**src/rtl/limb_serial_adder_pkg.sv**
```systemverilog
// Shared types and helpers for the limb-serial wide adder.
// Contents: FSM state enum lsa_state_t and the counter-width function lsa_cnt_w.
// No logic of its own; imported by the top module.
package lsa_pkg;

  typedef enum logic [1:0] {
    IDLE = 2'd0,
    RUN  = 2'd1,
    DONE = 2'd2
  } lsa_state_t;

  // Limb counter width; never zero so a single-limb build still has a real register.
  function automatic int lsa_cnt_w(input int limbs);
    return (limbs > 1) ? $clog2(limbs) : 1;
  endfunction

endpackage

```
**src/rtl/limb_serial_adder_if.sv**
```systemverilog
// Handshake bundle for the limb-serial adder: operand input channel and result output channel.
// Ports: in_valid/in_ready/a/b/cin (request), out_valid/out_ready/sum/cout (response), ovf under LSA_OVF_EN.
// slave modport is the adder side, master modport is the producer/consumer side.
interface limb_serial_adder_if #(
  parameter int wididx = 3,
  parameter int LIMBS  = 4
);
  localparam int N = LIMBS * (2 ** wididx);

  logic         in_valid;
  logic         in_ready;
  logic [N-1:0] a;
  logic [N-1:0] b;
  logic         cin;
  logic         out_valid;
  logic         out_ready;
  logic [N-1:0] sum;
  logic         cout;
`ifdef LSA_OVF_EN
  logic         ovf;
`endif

`ifdef LSA_OVF_EN
  modport slave  (input  in_valid, a, b, cin, out_ready,
                  output in_ready, out_valid, sum, cout, ovf);
  modport master (output in_valid, a, b, cin, out_ready,
                  input  in_ready, out_valid, sum, cout, ovf);
`else
  modport slave  (input  in_valid, a, b, cin, out_ready,
                  output in_ready, out_valid, sum, cout);
  modport master (output in_valid, a, b, cin, out_ready,
                  input  in_ready, out_valid, sum, cout);
`endif

endinterface

```
**src/rtl/limb_serial_adder_ksa.sv**
```systemverilog
// KSA: Kogge-Stone parallel-prefix adder of width 2**wididx with carry-in.
// Ports: A, B (operands), Cin (carry in), Sum (A+B+Cin mod 2**W), Cout (carry out).
// Purely combinational, no handshake; log2(W) prefix levels.
module KSA #(
  parameter int wididx = 3
) (
  input  logic [2**wididx-1:0] A,
  input  logic [2**wididx-1:0] B,
  input  logic                 Cin,
  output logic [2**wididx-1:0] Sum,
  output logic                 Cout
);
  localparam int W     = 2 ** wididx;
  // Group-propagate is only needed up to the second-to-last level.
  localparam int P_LVL = (wididx > 0) ? wididx : 1;

  logic [W-1:0] gl [wididx+1];
  logic [W-1:0] pl [P_LVL];
  logic [W:0]   carries;

  // Folding Cin into bit 0's generate makes every prefix G[i] the carry into bit i+1.
  assign pl[0] = A ^ B;
  assign gl[0] = (A & B) | {{(W-1){1'b0}}, (A[0] ^ B[0]) & Cin};

  for (genvar l = 0; l < wididx; l++) begin : g_level
    localparam int D = 2 ** l;
    for (genvar i = 0; i < W; i++) begin : g_bit
      if (i >= D) begin : g_merge
        assign gl[l+1][i] = gl[l][i] | (pl[l][i] & gl[l][i-D]);
        if (l + 1 < wididx) begin : g_p
          assign pl[l+1][i] = pl[l][i] & pl[l][i-D];
        end
      end else begin : g_pass
        assign gl[l+1][i] = gl[l][i];
        if (l + 1 < wididx) begin : g_p
          assign pl[l+1][i] = pl[l][i];
        end
      end
    end
  end

  assign carries = {gl[wididx], Cin};
  assign Sum     = pl[0] ^ carries[W-1:0];
  assign Cout    = carries[W];

endmodule

```
**src/rtl/limb_serial_adder.sv**
```systemverilog
// limb_serial_adder: wide A+B+cin computed one limb per cycle through a single KSA, carry chained in a register.
// Latency: accept at edge E0, out_valid after edge E0+LIMBS; one op per LIMBS+2 cycles. Optional ovf under LSA_OVF_EN.
// Backpressure: in_ready only in IDLE; result (sum/cout/ovf) held stable in DONE until out_ready. Ports: clk, rst, bus (slave).
module limb_serial_adder
  import lsa_pkg::*;
#(
  parameter int wididx = 3,
  parameter int LIMBS  = 4
) (
  input  logic                clk,
  input  logic                rst,
  limb_serial_adder_if.slave  bus
);
  localparam int              W        = 2 ** wididx;
  localparam int              N        = LIMBS * W;
  localparam int              CW       = lsa_cnt_w(LIMBS);
  localparam logic [CW-1:0]   LAST_CNT = CW'(LIMBS - 1);

  lsa_state_t    state;
  lsa_state_t    state_nxt;
  logic          in_ready_c;
  logic          out_valid_c;

  logic [N-1:0]  a_reg;
  logic [N-1:0]  b_reg;
  logic [CW-1:0] cnt;
  logic          carry;
  logic [N-1:0]  sum_reg;
  logic          cout_reg;
`ifdef LSA_OVF_EN
  logic          ovf_reg;
`endif

  logic [W-1:0]  ksa_a;
  logic [W-1:0]  ksa_b;
  logic [W-1:0]  ksa_sum;
  logic          ksa_cout;
  logic          accept;
  logic          last_limb;

  assign accept    = bus.in_valid & in_ready_c;
  assign last_limb = (cnt == LAST_CNT);

  // ---------------- FSM ----------------
  always_ff @(posedge clk) begin
    if (rst) state <= IDLE;
    else     state <= state_nxt;
  end

  always_comb begin
    state_nxt   = state;
    in_ready_c  = 1'b0;
    out_valid_c = 1'b0;
    case (state)
      IDLE: begin
        in_ready_c = 1'b1;
        if (bus.in_valid) state_nxt = RUN;
      end
      RUN: begin
        if (last_limb) state_nxt = DONE;
      end
      DONE: begin
        out_valid_c = 1'b1;
        // No same-cycle re-accept: IDLE is a full cycle after the output handshake.
        if (bus.out_ready) state_nxt = IDLE;
      end
      default: state_nxt = IDLE;
    endcase
  end

  // ---------------- limb select ----------------
  assign ksa_a = a_reg[int'(cnt)*W +: W];
  assign ksa_b = b_reg[int'(cnt)*W +: W];

  KSA #(.wididx(wididx)) u_ksa (
    .A    (ksa_a),
    .B    (ksa_b),
    .Cin  (carry),
    .Sum  (ksa_sum),
    .Cout (ksa_cout)
  );

  // ---------------- datapath / write-back ----------------
  always_ff @(posedge clk) begin
    if (rst) begin
      a_reg    <= '0;
      b_reg    <= '0;
      cnt      <= '0;
      carry    <= 1'b0;
      sum_reg  <= '0;
      cout_reg <= 1'b0;
`ifdef LSA_OVF_EN
      ovf_reg  <= 1'b0;
`endif
    end else if (accept) begin
      // Operands are sampled only here; later bus changes cannot disturb the running add.
      a_reg <= bus.a;
      b_reg <= bus.b;
      cnt   <= '0;
      carry <= bus.cin;
    end else if (state == RUN) begin
      sum_reg[int'(cnt)*W +: W] <= ksa_sum;
      carry                     <= ksa_cout;
      if (last_limb) begin
        cout_reg <= ksa_cout;
`ifdef LSA_OVF_EN
        // Signed overflow: equal operand signs but result sign differs.
        ovf_reg  <= (a_reg[N-1] ~^ b_reg[N-1]) & (ksa_sum[W-1] ^ a_reg[N-1]);
`endif
      end else begin
        cnt <= cnt + CW'(1);
      end
    end
  end

  assign bus.in_ready  = in_ready_c;
  assign bus.out_valid = out_valid_c;
  assign bus.sum       = sum_reg;
  assign bus.cout      = cout_reg;
`ifdef LSA_OVF_EN
  assign bus.ovf       = ovf_reg;
`endif

endmodule

```
**src/flat_wrapper.sv**
```systemverilog
// flat-port wrapper written by rule: the top's interface ports become plain ports
module limb_serial_adder_flat import lsa_pkg::*;
#(
  parameter int wididx = 3,
  parameter int LIMBS  = 4
)
  (clk, rst, bus_in_valid, bus_a, bus_b, bus_cin, bus_out_ready, bus_in_ready, bus_out_valid, bus_sum, bus_cout);
  limb_serial_adder_if #(.wididx(wididx), .LIMBS(LIMBS)) bus_i ();
  input  logic clk;
  input  logic rst;
  input wire logic [$bits(bus_i.in_valid)-1:0] bus_in_valid;
  input wire logic [$bits(bus_i.a)-1:0] bus_a;
  input wire logic [$bits(bus_i.b)-1:0] bus_b;
  input wire logic [$bits(bus_i.cin)-1:0] bus_cin;
  input wire logic [$bits(bus_i.out_ready)-1:0] bus_out_ready;
  output wire logic [$bits(bus_i.in_ready)-1:0] bus_in_ready;
  output wire logic [$bits(bus_i.out_valid)-1:0] bus_out_valid;
  output wire logic [$bits(bus_i.sum)-1:0] bus_sum;
  output wire logic [$bits(bus_i.cout)-1:0] bus_cout;
  assign bus_i.in_valid = bus_in_valid;
  assign bus_i.a = bus_a;
  assign bus_i.b = bus_b;
  assign bus_i.cin = bus_cin;
  assign bus_i.out_ready = bus_out_ready;
  assign bus_in_ready = bus_i.in_ready;
  assign bus_out_valid = bus_i.out_valid;
  assign bus_sum = bus_i.sum;
  assign bus_cout = bus_i.cout;
  limb_serial_adder #(.wididx(wididx), .LIMBS(LIMBS)) u_core (.clk(clk), .rst(rst), .bus(bus_i));
endmodule
```
**config.mk**
```make
export PLATFORM = sky130hd
export DESIGN_NAME = limb_serial_adder_flat
export DESIGN_NICKNAME = d
export VERILOG_FILES = /design/src/rtl/limb_serial_adder_pkg.sv /design/src/rtl/limb_serial_adder_if.sv /design/src/rtl/limb_serial_adder_ksa.sv /design/src/rtl/limb_serial_adder.sv /design/src/flat_wrapper.sv
export SDC_FILE = /design/constraint.sdc
export NUM_CORES = 1
export LEC_CHECK = 0
export CORE_MARGIN = 8
export CORE_UTILIZATION = 63
export DETAILED_ROUTE_END_ITERATION = 12
export DONT_BUFFER_PORTS = 1
export GPL_TIMING_DRIVEN = 0
export PLACE_DENSITY = 0.77
export REMOVE_ABC_BUFFERS = 1
export SYNTH_ARGS = -nofsm -noshare
export SYNTH_HDL_FRONTEND = slang
export SYNTH_HIERARCHICAL = 1
export SYNTH_SLANG_ARGS = --single-unit
```
**constraint.sdc**
```tcl
create_clock -name clk -period 3.95 [get_ports clk]
set_input_delay 0.79 -clock clk [delete_from_list [all_inputs] [get_ports clk]]
set_output_delay 0.79 -clock clk [all_outputs]
set_load 0.005 [all_outputs]
```
Yosys cells after proc, flatten, opt, wreduce, memory -nomap -nowiden --
Index checks and enable logic that the tools add are counted.
Word-level totals: register bits after elaboration 102, logic and storage cells 88, input port bits 69
Operators by class: shifts and indexed selects 4, add/sub/neg operators 2, muxes and demuxes 9, bitwise gates (word level) 53, equal/unequal tests 6, reduce and logical (&&, ||, !) cells 7
Operators with widths (count):
- indexed part select 32 x 6 -> 8 bit | 2
- negator 5 -> 33 bit | 1
- variable shift 8 x 33 -> 32 bit (first input constant) | 1
- indexed part select 8 x 33 -> 32 bit | 1
- bitwise mux 32 bit | 1
- AND 1 bit | 29
- OR 1 bit | 17
- bitwise XOR 8 bit | 2
- AND 8 bit | 1
- OR 8 x 1 -> 8 bit | 1
- two-way mux 2 bit | 3
- one-hot mux 2 bit (3 select lines) | 1
- AND reduction 3 bit | 2
- == test 2 bit (second input constant) | 2
- two-way mux 1 bit | 4
- inequality test 2 bit (second input constant) | 2
- AND reduction 2 bit | 2
- adder 2 x 1 -> 2 bit (second input constant) | 1
- == test 2 x 1 -> 1 bit (second input constant) | 1
- logical NOT 2 bit | 1
- inequality test 2 x 1 -> 1 bit (second input constant) | 1
- NOT 1 bit | 2
- nonzero test 2 bit | 1
- OR reduction 2 bit | 1
- bitwise XOR 1 bit | 1

Logic depth before layout (Yosys ltp) --
depth in word-level cells 12, mapped depth 13, mapped depth without buffers 11

By module --
The synthesis kept the hierarchy.
By module, submodules not included:
- limb_serial_adder | area each 4033.9 µm², seq. area each 2042.0 µm², times used 1, cells each 420
- KSA | area each 370.4 µm², seq. area each 0.0 µm², times used 1, cells each 44

Worst setup path before layout --
Ideal clock, no wire load.
path type register to register, start reg u_core.cnt[1], end reg u_core.carry, setup slack 0.969 ns, stages on the path, launching flop included 14, library setup time 0.091 ns, path buffers 2, period minus slack after synthesis 2.981 ns, arrival time 2.890 ns, cell sequence dfxtp_1 -> clkbuf_1 -> buf_2 -> mux4_2 -> inv_1 -> fa_1 -> fa_1 -> nor2b_4 -> o21ai_2 -> a21oi_2 -> a211oi_1 -> a21oi_1 -> nand2_1 -> a311oi_1
Between the ends: cells in the longest elaborated chain, start to end 12
Ends and longest elaborated chain:
- from (decl) | line limb_serial_adder.sv:26 | logic [CW-1:0] cnt;
- from (signal assigned) | line limb_serial_adder.sv:111 | cnt <= cnt + CW'(1);
- indexed part select 32 x 6 -> 8 bit * | line limb_serial_adder.sv:72 | assign ksa_a = a_reg[int'(cnt)*W +: W];
- named net u_core.ksa_a[0] | line limb_serial_adder.sv:34 | logic [W-1:0] ksa_a;
- bitwise XOR 1 bit | line limb_serial_adder_ksa.sv:23 | assign gl[0] = (A & B) | {{(W-1){1'b0}}, (A[0] ^ B[0]) & Cin};
- AND 1 bit | line limb_serial_adder_ksa.sv:23
- OR 8 x 1 -> 8 bit * | line limb_serial_adder_ksa.sv:23
- AND 1 bit * | line limb_serial_adder_ksa.sv:29 | assign gl[l+1][i] = gl[l][i] | (pl[l][i] & gl[l][i-D]);
- OR 1 bit * | line limb_serial_adder_ksa.sv:29
- AND 1 bit * | line limb_serial_adder_ksa.sv:29
- OR 1 bit * | line limb_serial_adder_ksa.sv:29
- AND 1 bit * | line limb_serial_adder_ksa.sv:29
- OR 1 bit * | line limb_serial_adder_ksa.sv:29
- named net u_core.ksa_cout | line limb_serial_adder.sv:37 | logic ksa_cout;
- two-way mux 1 bit * | line limb_serial_adder.sv:101 | end else if (state == RUN) begin
- two-way mux 1 bit * | line limb_serial_adder.sv:95 | end else if (accept) begin
- to (signal assigned) | line limb_serial_adder.sv:100 | carry <= bus.cin;
- to (signal assigned) | line limb_serial_adder.sv:103 | carry <= ksa_cout;
- to (decl) | line limb_serial_adder.sv:27 | logic carry;
Mark *: on every way through the listed nets, which the timed path passes. The rest lies on a longest branch. The select of a mux whose other input is x is not followed. A chain may end at the register's enable or synchronous reset.

Final worst setup path --
Ends and elaborated chain as after synthesis.

==> summary.md <==
| Metric | Value |
|---|---|
| Status | finished clean |
| Flop-to-flop setup slack | 0.36 ns |
| RSZ-0062 raised after global routing | no |
| Largest net degree at the start of global routing | 77 |
| Starting Density | 64.83% |
| Slew @ Worst Pin | 1.108 ns |
| Max transition margin | 25.84% |
| Placer Congestion | 0.8011 |
| CP Capture Type | flop |
| Number of diodes | 0 |
| Max clock buf depth | 2 |
| Largest stage delay on the critical path | 0.97 ns |
| Syn_area_per_cell | 9.492 sq um |
| Fin crit share | 90.95% |
| CTS Hold Bufs | 0 |
| Area grow syn2layout | 5.454% |
| Final core occ | 68.36% |
| Drt initial violations | 116 |
| Post-synth EDFFs | 0 |
| Reg-to-reg critical path startpoint | u_core/cnt[1] |
| Synth async-reset ratio | 0% |
| Detailed Place HPWL | 6.918 mm |
| Layout cells sized above 1 | 11.65% |
| Ys flop type | dfxtp_1 |
| Slew Limit Fails | 0 |
| Critical path, cell by cell | mux4_2, inv_1, fa_1, fa_1, nor2b_4, o21ai_2, a21oi_2, a211oi_1, a21oi_1, nand2_1, a311oi_1 |
| Clock latency at the later pin of the worst-skew pair | 0.36 ns |
| Critical Path AT | 3.87 ns |
| Seq cells post-synth | 102 |
| Pleak | 1.669 nW |
| Congestion Overflow GR | 0 |
| H-tree Lvls | 3 |
| Peak VDD IR | 0.2741 mV |
| Vias per cell | 5.857 |
| TritonCTS clock tree | yes |
| TritonCTS buffer count | 9 |
| Setup crit end | u_core/carry |
| Path depth of the worst reg2reg path | 11 |
| Critical Path Stages | 11 |
| Total GRT Usage | 19.42% |
| DRC | 0 |
| Reg clk slew, reported paths | 0.11 ns |
| Mapped cell area | 4404 sq um |
| Final Hold Fails | 0 |
| CP required | 4.22 ns |
| FMAX | 278.3 MHz |
| DRT Pass-1 Iters | 4 |
| Critical path startpoint category | flop |
| CP Launch Point | u_core/cnt[1] |
| Worst Hold Depth | 2 |
| Register area share after synthesis | 46.36% |
| Max Clock Skew | 0.01430 ns |
| Post-CTS setup buffer count | 0 |
| Number of global-route vias before repair | 3258 |
| # resized after CTS | 0 |
| Count of cell types in the netlist | 44 |
| Vias | 3227 |
| Design Power | 0.002037 W |
| Max Cap Viol | 0 |
| Num ports | 104 |
| Critical path fanouts, max | 20 |
| Global-route wire length before repair | 15.49 mm |
| Root buffer cell | clkbuf_8 |
| Site Rows | 30 |
| Synth warn | 6 |
| CORE AREA | 6794 sq um |
| FF-to-FF End | u_core/carry |
| Tmin final | 3.593 ns |
| Drt wl/cell | 17.17 microns |
| Clock sink total | 102 |
| WL final | 9.461 mm |
| Die area | 9922 sq um |
| Worst Hold Class | reg2reg |
| Slowest CP cell | dfxtp_1 |
| IO buf count | 0 |
| Setup TNS | 0 ns |
| Cell mode on critical path | fa_1 |
| Final cell count without fillers | 551 |
| Die Ht | 99.61 microns |
| Crit path kind | reg2reg |
| Setup violations, final | 0 |
| Initial antenna violation count | 0 |
| Total Nets Final | 533 |
| Placed cells | 535 |
| Die X | 99.61 microns |
| CP delay by family, top | flip-flops |
| Antenna-violating nets left | 0 |
| PwrDens | 438.7 nW/um^2 |
| Post-synthesis cell count | 464 |
| WP buf/inv | 1 |
| Final hold slack | 0.4534 ns |
## final cells by class
type | count | area, sq um
Multi-Input combinational cell | 322 | 2158
Fill cell | 537 | 2150
Sequential cell | 102 | 2043
Clock buffer | 9 | 123.9
Tap cell | 96 | 120.1
Clock inverter | 7 | 91.34
Timing Repair Buffer | 3 | 62.56
Inverter | 12 | 45.04
## logic make-up after synthesis
group,Yosys count,share of synthesized area (%)
buf+inv,40,4.772
mux,17,8.409
xor+xnor,7,1.392
fa+ha+maj,14,4.318
compound gates,115,17.76
simple gates,169,16.99
flops,102,46.36
## worst reg2reg max path, cell delays in order, from the launching register on
cell      delay (ns)
dfxtp_1         0.97
mux4_2          0.38
inv_1           0.06
fa_1            0.49
fa_1            0.47
nor2b_4         0.13
o21ai_2         0.07
a21oi_2         0.19
a211oi_1        0.07
a21oi_1         0.29
nand2_1         0.09
a311oi_1        0.30
## worst min-delay path by stage
stage | start | endpoint | slack [ns]
3_5_place_dp | u_core/b_reg[18] | u_core/b_reg[18] | 0.44
4_1_cts | u_core/b_reg[18] | u_core/b_reg[18] | 0.45
5_1_grt | rst | u_core/a_reg[20] | 0.45
2_1_floorplan | u_core/a_reg[16] | u_core/a_reg[16] | 0.43
6_report | u_core/b_reg[18] | u_core/b_reg[18] | 0.45
3_3_place_gp | u_core/a_reg[3] | u_core/a_reg[3] | 0.43
## report_power, final
part	internal (W)	switching, W
clock	0.000308	0.000383
combinational	0.0000995	0.000135
sequential	0.00108	0.0000357
## cells in the final DEF (no fill, tap or decap), types with 2 or more instances in the layout
master,Yosys,final
a21oi_1,68,68
a21oi_2,5,5
a22o_1,5,5
a32o_1,21,21
clkbuf_8,0,9
dfxtp_1,102,101
fa_1,2,2
ha_1,12,12
inv_1,12,12
inv_6,0,2
mux4_2,16,16
nand2_1,137,137
nand2b_1,2,2
nand3_1,2,2
nand3b_1,2,2
nor2_1,9,9
nor2b_1,2,2
nor2b_4,2,2
nor3_1,2,2
o21ai_0,2,2
o2bb2ai_1,6,6
or3_1,2,2
xnor2_1,6,6
## cells in the mapped netlist, types with 9 or more instances
master	n	area, sq um
a32o_1	21	210.2
inv_1	12	45.04
dfxtp_1	102	2042
ha_1	12	150.1
mux4_2	16	360.4
nand2_1	137	514.2
a21oi_1	68	340.3
nor2_1	9	33.78
clkbuf_1	11	41.29
## layer usage
| metal | vias to the layer above | part of all wire [%] | global-route usage (%) | wire length (microns) |
|---|---|---|---|---|
| li1 | 1595 | - | - | - |
| met2 | 94 | 47 | 31.82 | 4474 |
| met5 | - | 0 | 0 | 0 |
| met1 | 1526 | 41 | 22.08 | 3916 |
| met3 | 12 | 9.8 | 8.031 | 924 |
| met4 | 0 | 1.5 | 7.334 | 146 |
## stage by stage
| stage | area (sq um) | setup slack, ns |
|---|---|---|
| final | 4644 | 0.3574 |
| after global routing | 4644 | 0.1584 |
| after CTS | 4644 | 0.3462 |
| after detailed placement | 4429 | 0.3790 |
| after global placement | 4359 | 0.007141 |
| after floorplan | 4239 | 0.6682 |
(Power assumes the default switching activity.)
